## src/rtl/pc_stack_pkg.sv

```systemverilog
// Shared types for the PC / return-stack block: operation enum and the
// load_PC/call/ret/INC_PC priority decode.
package pc_stack_pkg;

  typedef enum logic [2:0] {HOLD, INC, BRANCH, CALL, RET} pc_op_t;

  // call beats ret beats INC_PC beats a plain branch; nothing happens without load.
  function automatic pc_op_t decode_op(input logic load, input logic inc,
                                       input logic call, input logic ret);
    if (!load)     return HOLD;
    else if (call) return CALL;
    else if (ret)  return RET;
    else if (inc)  return INC;
    else           return BRANCH;
  endfunction

endpackage

```

## src/rtl/pc_stack_ret_stack.sv

```systemverilog
// LIFO of return addresses with a circular write pointer; a push while full
// overwrites the oldest entry and leaves the count saturated at DEPTH.
module ret_stack
  import pc_stack_pkg::*;
#(
  parameter int AW    = 5,
  parameter int DEPTH = 4,
  localparam int PW   = $clog2(DEPTH),
  localparam int CW   = $clog2(DEPTH + 1)
) (
  input  logic          clock,
  input  logic          reset,
  input  logic          push,
  input  logic          pop,
  input  logic [AW-1:0] din,
  output logic [AW-1:0] dout,
  output logic [CW-1:0] count
);

  logic [AW-1:0] mem_q [DEPTH];
  logic [PW-1:0] wp_q, wp_d;
  logic [CW-1:0] count_q, count_d;
  logic [PW-1:0] top_idx;

  always_comb begin
    wp_d    = wp_q;
    count_d = count_q;
    if (push) begin
      wp_d = wp_q + PW'(1);
      if (count_q != CW'(DEPTH)) count_d = count_q + CW'(1);
    end else if (pop && count_q != '0) begin
      wp_d    = wp_q - PW'(1);
      count_d = count_q - CW'(1);
    end
  end

  always_ff @(posedge clock) begin
    if (reset) begin
      wp_q    <= '0;
      count_q <= '0;
    end else begin
      wp_q    <= wp_d;
      count_q <= count_d;
    end
  end

  // Entries are never cleared; the count alone defines what is valid.
  always_ff @(posedge clock) begin
    if (push && !reset) mem_q[wp_q] <= din;
  end

  assign top_idx = wp_q - PW'(1);
  assign dout    = mem_q[top_idx];
  assign count   = count_q;

endmodule

```

## src/rtl/pc_stack.sv

```systemverilog
// Program counter with call/return stack. Define PC_STACK_GUARD_EN to refuse
// overflowing calls / empty returns and raise a sticky stack_err.
module pc_stack
  import pc_stack_pkg::*;
#(
  parameter int WORD_W = 8,
  parameter int OP_W   = 3,
  parameter int DEPTH  = 4,
  localparam int AW    = WORD_W - OP_W,
  localparam int CW    = $clog2(DEPTH + 1)
) (
  input  logic          clock,
  input  logic          reset,
  input  logic          load_PC,
  input  logic          INC_PC,
  input  logic          call,
  input  logic          ret,
  input  logic [AW-1:0] branchaddr,
  output logic [AW-1:0] Iaddress,
  output logic [CW-1:0] sp_count,
  output logic          stack_full,
  output logic          stack_empty,
  output logic          stack_err
);

  pc_op_t        op;
  logic [AW-1:0] iaddr_q, iaddr_d;
  logic [AW-1:0] ret_addr;
  logic [AW-1:0] stack_top;
  logic          push, pop;

  assign op          = decode_op(load_PC, INC_PC, call, ret);
  assign ret_addr    = iaddr_q + AW'(1);
  assign stack_full  = (sp_count == CW'(DEPTH));
  assign stack_empty = (sp_count == '0);

`ifdef PC_STACK_GUARD_EN
  logic err_q, err_d;

  always_comb begin
    iaddr_d = iaddr_q;
    err_d   = err_q;
    push    = 1'b0;
    pop     = 1'b0;
    case (op)
      INC:    iaddr_d = ret_addr;
      BRANCH: iaddr_d = branchaddr;
      CALL: begin
        if (stack_full) begin
          err_d = 1'b1;
        end else begin
          push    = 1'b1;
          iaddr_d = branchaddr;
        end
      end
      RET: begin
        if (stack_empty) begin
          err_d = 1'b1;
        end else begin
          pop     = 1'b1;
          iaddr_d = stack_top;
        end
      end
      default: ;
    endcase
  end

  always_ff @(posedge clock) begin
    if (reset) err_q <= 1'b0;
    else       err_q <= err_d;
  end

  assign stack_err = err_q;
`else
  always_comb begin
    iaddr_d = iaddr_q;
    push    = 1'b0;
    pop     = 1'b0;
    case (op)
      INC:    iaddr_d = ret_addr;
      BRANCH: iaddr_d = branchaddr;
      CALL: begin
        push    = 1'b1;
        iaddr_d = branchaddr;
      end
      RET: begin
        // An empty return restarts at address zero.
        pop     = ~stack_empty;
        iaddr_d = stack_empty ? '0 : stack_top;
      end
      default: ;
    endcase
  end

  assign stack_err = 1'b0;
`endif

  always_ff @(posedge clock) begin
    if (reset) iaddr_q <= '0;
    else       iaddr_q <= iaddr_d;
  end

  assign Iaddress = iaddr_q;

  ret_stack #(
    .AW    (AW),
    .DEPTH (DEPTH)
  ) u_ret_stack (
    .clock (clock),
    .reset (reset),
    .push  (push),
    .pop   (pop),
    .din   (ret_addr),
    .dout  (stack_top),
    .count (sp_count)
  );

endmodule

```

## config.mk

```make
export PLATFORM = sky130hd
export DESIGN_NAME = pc_stack
export DESIGN_NICKNAME = d
export VERILOG_FILES = /design/src/rtl/pc_stack_pkg.sv /design/src/rtl/pc_stack_ret_stack.sv /design/src/rtl/pc_stack.sv
export SDC_FILE = /design/constraint.sdc
export NUM_CORES = 1
export LEC_CHECK = 0
export CORE_UTILIZATION = 55
export DETAILED_ROUTE_END_ITERATION = 8
export GPL_TIMING_DRIVEN = 0
export PLACE_DENSITY = 0.82
export SLEW_MARGIN = 15
export SYNTH_ARGS = -nofsm -noshare
export SYNTH_HDL_FRONTEND = slang
export SYNTH_SLANG_ARGS = --single-unit
```

## constraint.sdc

```tcl
create_clock -name clock -period 6.59 [get_ports clock]
set_clock_uncertainty 0.2 [all_clocks]
set_input_delay 0.9885 -clock clock [delete_from_list [all_inputs] [get_ports clock]]
set_output_delay 0.9885 -clock clock [all_outputs]
set_load 0.03 [all_outputs]
```

---- After elaboration in Yosys (flattened, before gate mapping) ----
Memories as Yosys holds them, arrays and structs flattened.
Cells that the tools add are included.
cells by class
  $add $sub $neg .......................... 5
  multipliers ............................. 0
  div/mod/pow operators ................... 0
  magnitude comparators ................... 0
  equality and inequality tests ........... 7
  shift-type cells ........................ 0
  multiplexer cells ....................... 15
  bitwise gates (word level) .............. 1
  reductions and logical operators ........ 9
operators with widths
  operator             count
  $mux 3               6
  $pmux 5 s3           1
  $eq 3x2->1 const B   2
  $eq 3x3->1 const B   2
  $mux 2               3
  $reduce_bool 3->1    2
  $add 5x1->5 const B  1
  $mux 5               1
  $mux 1               4
  $add 3x1->3 const B  1
  $eq 3x1->1 const B   1
  $logic_not 3->1      1
  $ne 3x3->1 const B   1
  $sub 3x1->3 const B  1
  $add 2x1->2 const B  1
  $logic_and 1x1->1    2
  $ne 2x2->1 const B   1
  $reduce_and 2->1     1
  $reduce_bool 2->1    1
  $reduce_or 2->1      1
  $sub 2x1->2 const B  1
  $logic_not 1->1      1
  $not 1->1            1
word-level totals
  bits in registers ....................... 10
  latch bits .............................. 0
  RAM bits ................................ 20
  memory bits (read-only) ................. 0
  bits of input ports ..................... 11
  output and inout port bits .............. 11
  word-level logic and storage cells ...... 41
  memories kept ........................... 1
memories
  name               words  width  rd ports  clocked after Yosys merged registers in  write ports  line                      source
  u_ret_stack.mem_q  4      5      1         0                                        1            pc_stack_ret_stack.sv:20  logic [AW-1:0] mem_q [DEPTH];

---- Logic depth before layout (Yosys ltp) ----
Gate-level depths: netlist (run 1).
  depth after elaboration ................. 9
  depth in mapped cells ................... 8
  gate-level depth less buffers ........... 7

---- By module ----
Synthesis (run 1) repeated with hierarchy kept, for this count alone.
unflattened totals
  cells, all modules ...................... 116
  area total of the unflattened synthesis .. 1486.4 sq um
by module, submodules not included
  module     times used  cells an instance  area an instance (sq um)  seq. area each (sq um)
  ret_stack  1           68                 1103.6                    700.7
  pc_stack   1           48                 382.9                     100.1

---- Worst setup path after synthesis (run 1) ----
Ideal clock, no wire load.
  path kind ............................... input to register
  start ................................... input port load_PC
  end ..................................... register u_ret_stack.count_q[2] (netlist: u_ret_stack.count[2])
  setup time .............................. 0.115 ns
  arrival time ............................ 2.315 ns
  data required time ...................... 6.275 ns
  slack ................................... 3.960 ns
  cell stages on the path ................. 8
  path buffers ............................ 1
  path through ............................ buf_2 -> nand2_1 -> xor2_1 -> ha_1 -> a211o_2 -> a221oi_2 -> xnor2_1 -> nor2_1
between the ends
  word-level cells in the longest chain between the ends .. 6
  elaborated cells on any way between the ends .. 10
  those cells by class .................... 3 x eq/ne; 4 x mux; 3 x reduce/logical
RTL lines
  element                             line                      source
  from (decl)                         pc_stack.sv:14            input logic load_PC,
  $mux 3 *                            pc_stack_pkg.sv:10        if (!load) return HOLD;
  $eq 3x3->1                          pc_stack.sv:79            case (op)
  $mux 1                              pc_stack.sv:79
  $logic_and 1x1->1                   pc_stack_ret_stack.sv:31  end else if (pop && count_q != '0) begin
  $reduce_bool 2->1 (no source line)  -
  $reduce_and 2->1 (no source line)   -
  to (signal assigned)                pc_stack_ret_stack.sv:43  count_q <= count_d;
  to (decl)                           pc_stack_ret_stack.sv:22  logic [CW-1:0] count_q, count_d;
Every way passes the cells marked *; elsewhere a longest branch is shown, timed or not.
A chain may end at the register's enable or synchronous reset.

---- Worst setup path after layout (run 1) ----
  start ................................... register u_ret_stack.count_q[1] (netlist: u_ret_stack.count[1])
  end ..................................... output port stack_full
between the ends
  word-level cells in the longest chain between the ends .. 1
RTL lines
  element     line            source
  $eq 3x3->1  pc_stack.sv:34  assign stack_full = (sp_count == CW'(DEPTH));
  to (decl)   pc_stack.sv:21  output logic stack_full,
Every way passes these cells.

==> impl_metrics.tcl, run 1 <==
set metrics [dict create \
    status "finished clean" \
    cp_top_family "buffers and inverters" \
    synth_fp_nets 134 \
    n_fill_cell 186 \
    finalSetupViolations 0 \
    max_freq_mhz 340 \
    vias_per_cell 5.76 \
    power_density_mw_per_mm2 286 \
    final_area_mm2 0.00181 \
    finalNetCount 161 \
    area_delta_synth_final_pct 23.1 \
    max_stage_delay_ns 0.66 \
    worst_setup_path_end_kind "primary output" \
    max_cap_viol_count 0 \
    final_cell_mix "clkdlybuf4s50_1 (20), edfxtp_1 (20), nand2_1 (11)" \
    drc 0 \
    worst_slack_ns 3.65 \
    grt_first_pass_wirelength_um 4240 \
    synth-compound-area-share_pct 9.46 \
    multi_input_area_um2 606 \
    tightest_slew_ns 0.535 \
    io_pins 22 \
    rsz0062_at_grt "no" \
    syn-instance-count 117 \
    path_clk_slew_ns 0.10 \
    postCtsSetupBuffers 0 \
    drive_gt1_share_pct 15.9 \
    finalHoldViolations 0 \
    cts.sinks 30 \
    irDropWorstVdd_v 0.000240 \
    dp.final_hpwl_um 2040 \
    yosysTopAreaCell "edfxtp_1" \
    path_buf_inv 1 \
    crit_path_cell_trace "nor2_1 > and2_1 > clkdlybuf4s50_1" \
    clockBufferDepth 2 \
    ant_nets 0 \
    period_needed_ns 2.94 \
    grt_start_max_net_pins 11 \
    dp_slack_ns 3.33 \
    slew_violations 0 \
    whs_ns 0.333 \
    seq_area_um2 801 \
    clock_latency_ns 0.34 \
    yosysSeqAreaShare_pct 54.6 \
    cts_buffers 5 \
    synthAdderAreaFrac_pct 5.12 \
    startpoint_type "flop" \
    dieArea_mm2 0.00288 \
    detail_route.first_pass.iterations 4 \
    criticalPathCategory "reg2out" \
    cts_root_buf "clkbuf_4" \
    crit_required_ns 5.40 \
    post_cts_resized 0 \
    synthMuxAreaShare_pct 8.70 \
    yosysUniqueCellTypes 35 \
    portBuffers 20 \
    worstPathArrival_ns 1.75 \
    yosys_warnings 0 \
    placedInstanceArea_mm2 0.00171 \
    gp_congestion 0.815 \
    synth_area_leaders "edfxtp_1 (41%), dfxtp_1 (14%), mux4_2 (7.7%)" \
    overflow 0 \
    start_util_pct 58.7 \
    grt_usage_pct 22.9 \
    grt_antenna_before_repair 0 \
    p_leak_uw 0.000643 \
    max-slew-margin-rel_pct 64.1 \
    cts_tree "done" \
    wl_per_cell_um 16.0 \
    finalSetupTns_ns 0 \
    dieHeight_um 53.7 \
    crit_path_max_fanout 6 \
    synth_xor_area_share_pct 5.29 \
    grt_pass1_vias 932 \
    final.period_utilization_pct 44.6 \
    rows 18 \
    htree_levels 2 \
    netlist_area_mm2 0.00147 \
    n_antenna_cell 0 \
    die_w_um 53.7 \
    hp-class "reg2reg" \
    fp.coreArea_mm2 0.00250 \
    avgSynthCellArea_um2 12.5 \
    crit_slowest_cell "clkdlybuf4s50_1" \
    via_count 1008 \
    ys_seq_elements 30 \
    synth_top_family_by_area "simple AND/OR/NAND/NOR gates" \
    synth_top_area_share_pct 40.9 \
    drt_iter0_drc 32 \
    r2r_slack_ns 4.18 \
    cts_hold_buffers 0 \
    wl_um 2810 \
    synthSimpleGateAreaFrac_pct 12.4 \
]
==> routing by layer <==
metal | track usage, % | up-vias | part of all wire, %
met1 | 26.2 | 489 | 43
met3 | 6.78 | 10 | 4.5
met5 | 0 | - | 0
met4 | 11.8 | 0 | 2.6
met2 | 38.5 | 27 | 50
li1 | - | 482 | -
==> tightest hold or removal path, delay by kind of cell (launching register included) <==
kind,cells,cell delay (ns)
simple gates,1,0.10
compound gates,1,0.05
flops,1,0.34
==> power by group <==
part / switching, µW / internal, µW / leakage, µW
Combinational: 59.8 / 51.6 / 0.000325
Clock: 67.2 / 117 / 0.0000528
Sequential: 9.91 / 211 / 0.000265
Total: 137 / 380 / 0.000643
==> logic make-up after synthesis <==
family                     Yosys count
buffers and inverters               10
other                                1
muxes                                6
and+or+nand+nor                     37
DFF                                 30
xor gates and xnor gates             8
adders and majority gates            6
AOI/OAI and AO/OA                   19
==> cells in the mapped netlist <==
cell      instances
a211o_2           1
a211oi_1          2
a21oi_1           6
a221oi_1          3
a221oi_2          1
a22oi_1           1
a311oi_1          2
and2_1            5
buf_2             2
buf_4             1
buf_6             1
clkbuf_1          1
clkbuf_8          1
conb_1            1
dfxtp_1          10
edfxtp_1         20
ha_1              6
inv_1             4
mux2_4            1
mux4_2            5
nand2_1          11
nand2b_1          1
nand3_1           4
nand3b_1          1
nor2_1           10
nor3_1            1
nor3_2            2
nor3b_1           1
o21ai_0           1
o21ai_1           1
o31ai_1           1
or2_1             1
xnor2_1           5
xnor2_2           1
xor2_1            2
==> through the flow <==
step                      utilization, %  power, µW  instances
after floorplan                        -        300        117
after global placement              68.2        335        167
after detailed placement            68.2        338        167
after CTS                           72.3        519        175
after global routing                72.3        536        175
final                               72.3        517        175
==> sequential cells by signal (all words and copies together) (netlist names) <==
name,cells
u_ret_stack.wp_q,2
u_ret_stack.count,3
u_ret_stack.mem_q,20
Iaddress,5
==> final timing paths <==
path	to	from	cells after the start
setup reg to reg	Iaddress[1]	u_ret_stack.wp_q[0]	7
hold / removal	Iaddress[4]	Iaddress[4]	2
setup / recovery	stack_full	u_ret_stack.count[1]	3
hold reg to reg	Iaddress[4]	Iaddress[4]	2
==> cell type report <==
cell class,instances,share of cell area (%)
inverters,4,0.831
flip-flops and latches,30,44.3
clock buffers,5,2.08
plain buffers,6,2.56
multi-input cells,77,33.5
clock inverters,3,3.53
well taps,30,2.08
repair buffers,20,11.1
Power figures use the tool's default switching activity.
==> run 2, diff against run 1 <==
Settings changed: CORE_UTILIZATION 55 to 47, PLACE_DENSITY 0.82 to 0.75.
Clock period 6.59 ns to 2.4 ns, I/O delays scaled along.
==> impl_metrics.tcl, run 2 (synthesis gave the netlist of run 1 again) <==
set metrics [dict create \
    status "finished with violations" \
    violations "design-rule violations" \
    worst_setup_path_end_kind "primary output" \
    p_comb_share_pct 22.9 \
    grt_pass1_vias 929 \
    finalSetupViolations 0 \
    startpoint_type "flop" \
    rsz0062_at_grt "no" \
    dieArea_mm2 0.00335 \
    crit_path_max_fanout 6 \
    cts_hold_buffers 0 \
    irDropWorstVdd_v 0.000469 \
    final.period_utilization_pct 96.1 \
    switching_share_pct 29.1 \
    p_seq_share_pct 45.8 \
    worstPathArrival_ns 1.75 \
    r2r_start "u_ret_stack.wp_q[0]" \
    clock_latency_ns 0.34 \
    grt_first_pass_wirelength_um 4490 \
    switchingPower_uw 386 \
    grt_start_max_net_pins 12 \
    cts_buffers 5 \
    dp.final_hpwl_um 1960 \
    portBuffers 20 \
    overflow 0 \
    finalHoldViolations 0 \
    worst-r2r-cell-count 6 \
    slew_violations 0 \
    max_cap_viol_count 0 \
    hold_end "Iaddress[3]" \
    rows 19 \
    finalNetCount 160 \
    path_clk_slew_ns 0.10 \
    n_fill_cell 229 \
    grt_usage_pct 18.9 \
    p_clk_share_pct 31.3 \
    via_count 969 \
    area_delta_synth_final_pct 22.0 \
    cts_root_buf "clkbuf_4" \
    worstHoldStart "call" \
    drt_iter0_drc 95 \
    n_antenna_cell 0 \
    fin_util_pct 62.8 \
    ant_nets 0 \
    largest_reg_flops 20 \
    grt_antenna_before_repair 0 \
    final_area_mm2 0.00179 \
    tightest_slew_ns 0.544 \
    htree_levels 2 \
    r2r_slack_ns 0.23 \
    detail_route.first_pass.iterations 6 \
    p_leak_uw 0.000636 \
    max-slew-margin-rel_pct 63.7 \
    gp_congestion 0.794 \
    final_cell_mix "edfxtp_1 (20), clkdlybuf4s50_1 (19), nand2_1 (11)" \
    vias_per_cell 5.54 \
    holdPathStages 4 \
    postCtsSetupBuffers 0 \
    finalSetupTns_ns 0 \
    reg2reg_to "Iaddress[1]" \
    crit_required_ns 1.84 \
    wl_um 2730 \
    hp-class "in2reg" \
    criticalPathCategory "reg2out" \
    drc 4 \
    wl_per_cell_um 15.6 \
    layout.cells.most_common "edfxtp_1" \
    start_util_pct 51.4 \
    dieHeight_um 57.9 \
    die_w_um 57.9 \
    clockBufferDepth 2 \
    regMostFlops "u_ret_stack.mem_q" \
    placedInstanceArea_mm2 0.00171 \
    fp.coreArea_mm2 0.00285 \
    post_cts_resized 0 \
    whs_ns 0.311 \
    intPower_uw 942 \
    period_needed_ns 2.31 \
    cts_tree "done" \
    io_pins 22 \
    max_freq_mhz 434 \
    drive_gt1_share_pct 16.7 \
    power_density_mw_per_mm2 742 \
    cts.sinks 30 \
]
[run 2: worst max-delay path: stages (launching register included)]
cell and delay [ns]:
dfxtp_1 0.38, nor2_1 0.22, and2_1 0.16, clkdlybuf4s50_1 0.66
[run 2: layer usage]
layer  vias up  routed length (µm)  GRT usage (%)
li1        477                   -              -
met1       464                1270           25.8
met2        24                1270           28.4
met3         4                 162           6.03
met4         0                  28           6.80
met5         -                   0              0
[run 2: worst max path at each step]
stage / cells past startpoint / from / slack [ns] / to
floorplan: 7 / u_ret_stack.wp_q[0] / 0.32 / Iaddress[1]
global placement: 9 / load_PC / -0.25 / u_ret_stack.count[2]
detailed placement: 9 / load_PC / -0.23 / u_ret_stack.count[2]
CTS: 7 / u_ret_stack.wp_q[0] / 0.03 / Iaddress[1]
global route: 9 / load_PC / 0.01 / u_ret_stack.count[2]
finish: 3 / u_ret_stack.count[1] / 0.09 / stack_full
[run 2: layout make-up]
class | count | area [µm²] | area share (%)
flip-flops and latches | 30 | 801 | 44.7
repair buffers | 20 | 203 | 11.3
multi-input cells | 77 | 606 | 33.8
plain buffers | 5 | 45.0 | 2.52
inverters | 4 | 15.0 | 0.839
well taps | 31 | 38.8 | 2.17
clock buffers | 5 | 37.5 | 2.10
clock inverters | 3 | 45.0 | 2.52
[run 2: stage by stage]
stage | instances | setup WS, ns | total power (µW)
CTS | 176 | 0.0271 | 1330
finish | 175 | 0.0941 | 1330
global placement | 168 | -0.246 | 919
floorplan | 117 | 0.319 | 823
global route | 175 | 0.00967 | 1380
detailed placement | 168 | -0.233 | 926
[run 2: power by group through the flow]
stage	registers (µW)	clock network (µW)	logic (µW)
after floorplan	645	0	178
after global placement	618	0	302
after detailed placement	620	0	306
after CTS	608	416	308
after global routing	612	439	331
final	608	415	305
==> run 3, diff against run 2 <==
Settings changed: PLACE_DENSITY 0.75 to 0.76.
==> impl_metrics.tcl, run 3 (synthesis gave the netlist of run 1 again) <==
set metrics [dict create \
    status "finished with violations" \
    violations "design-rule violations" \
    fp.coreArea_mm2 0.00285 \
    r2r_slack_ns 0.23 \
    htree_levels 2 \
    dp.final_hpwl_um 2010 \
    power_uw 1290 \
    cts_buffers 5 \
    placedInstanceArea_mm2 0.00171 \
    regMostFlops "u_ret_stack.mem_q" \
    overflow 0 \
    grtUsageMet1_pct 25.3 \
    rows 19 \
    n_antenna_cell 0 \
    crit_path_max_fanout 5 \
    reg2reg_to "Iaddress[1]" \
    largest_reg_flops 20 \
    dieHeight_um 57.9 \
    drive_gt1_share_pct 16.1 \
    holdPathStages 4 \
    hold_end "Iaddress[2]" \
    drc 3 \
    area_delta_synth_final_pct 21.4 \
    max_freq_mhz 430 \
    gp_congestion 0.810 \
    rsz0062_at_grt "no" \
    final.period_utilization_pct 97.0 \
    wl_um 2730 \
    p_leak_uw 0.000637 \
    irDropWorstVdd_v 0.000457 \
    grt_first_pass_wirelength_um 4560 \
    grt_use_met3_pct 7.37 \
    path_clk_slew_ns 0.10 \
    cts_hold_buffers 0 \
    stdcell_count 174 \
    criticalPathCategory "reg2out" \
    detail_route.first_pass.iterations 6 \
    finalNetCount 160 \
    finalSetupViolations 0 \
    clockBufferDepth 2 \
    worst_setup_path_end_kind "primary output" \
    grt_start_max_net_pins 11 \
    cts.sinks 30 \
    final_cell_mix "edfxtp_1 (20), clkdlybuf4s50_1 (19), dfxtp_1 (10), nor2_1 (10), nand2_1 (10)" \
    grt_pass1_vias 967 \
    r2r_start "u_ret_stack.wp_q[0]" \
    whs_ns 0.312 \
    finalHoldViolations 0 \
    crit_required_ns 1.84 \
    ant_nets 0 \
    slew_violations 0 \
    worst-r2r-cell-count 6 \
    max_cap_viol_count 0 \
    worstPathArrival_ns 1.77 \
    grt_usage_pct 19.0 \
    wl_per_cell_um 15.7 \
    portBuffers 20 \
    die_w_um 57.9 \
    final_area_mm2 0.00178 \
    clock_latency_ns 0.33 \
    grt_util_met2_pct 29.2 \
    dp.cells 168 \
    cts_tree "done" \
    start_util_pct 51.4 \
    worstHoldStart "call" \
    vias_per_cell 5.52 \
    finalSetupTns_ns 0 \
    power_density_mw_per_mm2 726 \
    drt_iter0_drc 54 \
    period_needed_ns 2.33 \
    dieArea_mm2 0.00335 \
    startpoint_type "flop" \
    via_count 961 \
    grt_antenna_before_repair 0 \
    layout.cells.most_common "edfxtp_1" \
    hp-class "in2reg" \
    cts_root_buf "clkbuf_4" \
    io_pins 22 \
    busiest_layer "met2" \
]
## run 3: cell count changes in the layout (fill, tap and decap cells not counted)
cell / before / now
nand2_2: 0 / 1
clkinvlp_4: 2 / 0
clkinv_1: 0 / 1
nand2_1: 11 / 10
## run 3: power by group
| part | internal (µW) | switching (µW) |
|---|---|---|
| registers | 581 | 28.4 |
| logic | 143 | 167 |
| clock network | 210 | 164 |
| total | 934 | 359 |
## run 3: worst max path at each step
stage	slack, ns	endpoint	startpoint	cells past startpoint
after floorplan	0.32	Iaddress[1]	u_ret_stack.wp_q[0]	7
after global placement	-0.24	u_ret_stack.count[2]	load_PC	9
after detailed placement	-0.27	u_ret_stack.count[2]	load_PC	9
after CTS	0.04	stack_empty	u_ret_stack.count[2]	2
after global routing	0.005	stack_empty	u_ret_stack.count[2]	2
final	0.07	stack_empty	u_ret_stack.count[2]	2
## run 3: what timing repair did
action / CTS / global route
resized for setup: 0 / 3
buffers inserted: 0 / 0
setup endpoints to repair: 0 / 4
## run 3: worst max-delay path, stage by stage, from the launching register on
cell and delay, ns:
dfxtp_1 0.39, nor3_2 0.33, clkdlybuf4s50_1 0.73
## run 3: area by class of cell
cell class,count,area [µm²]
plain buffers,5,45.0
clock buffers,5,37.5
clock inverters,2,33.8
fillers,224,1070
inverters,4,15.0
multi-input cells,77,608
flip-flops and latches,30,801
well taps,31,38.8
repair buffers,20,203
## run 3: metal layers
metal / up-vias / share of wire, % / wire length, µm
met4: 0 / 0.88 / 24
met5: - / 0 / 0
met3: 3 / 6.7 / 183
met1: 452 / 45 / 1240
li1: 481 / - / -
met2: 25 / 47 / 1280
## run 3: through the flow
step / utilization [%] / worst slack, ns
5_1_grt: 62.5 / 0.00477
3_3_place_gp: 59.8 / -0.239
2_1_floorplan: - / 0.319
3_5_place_dp: 59.8 / -0.269
4_1_cts: 62.3 / 0.0394
6_report: 62.5 / 0.0722
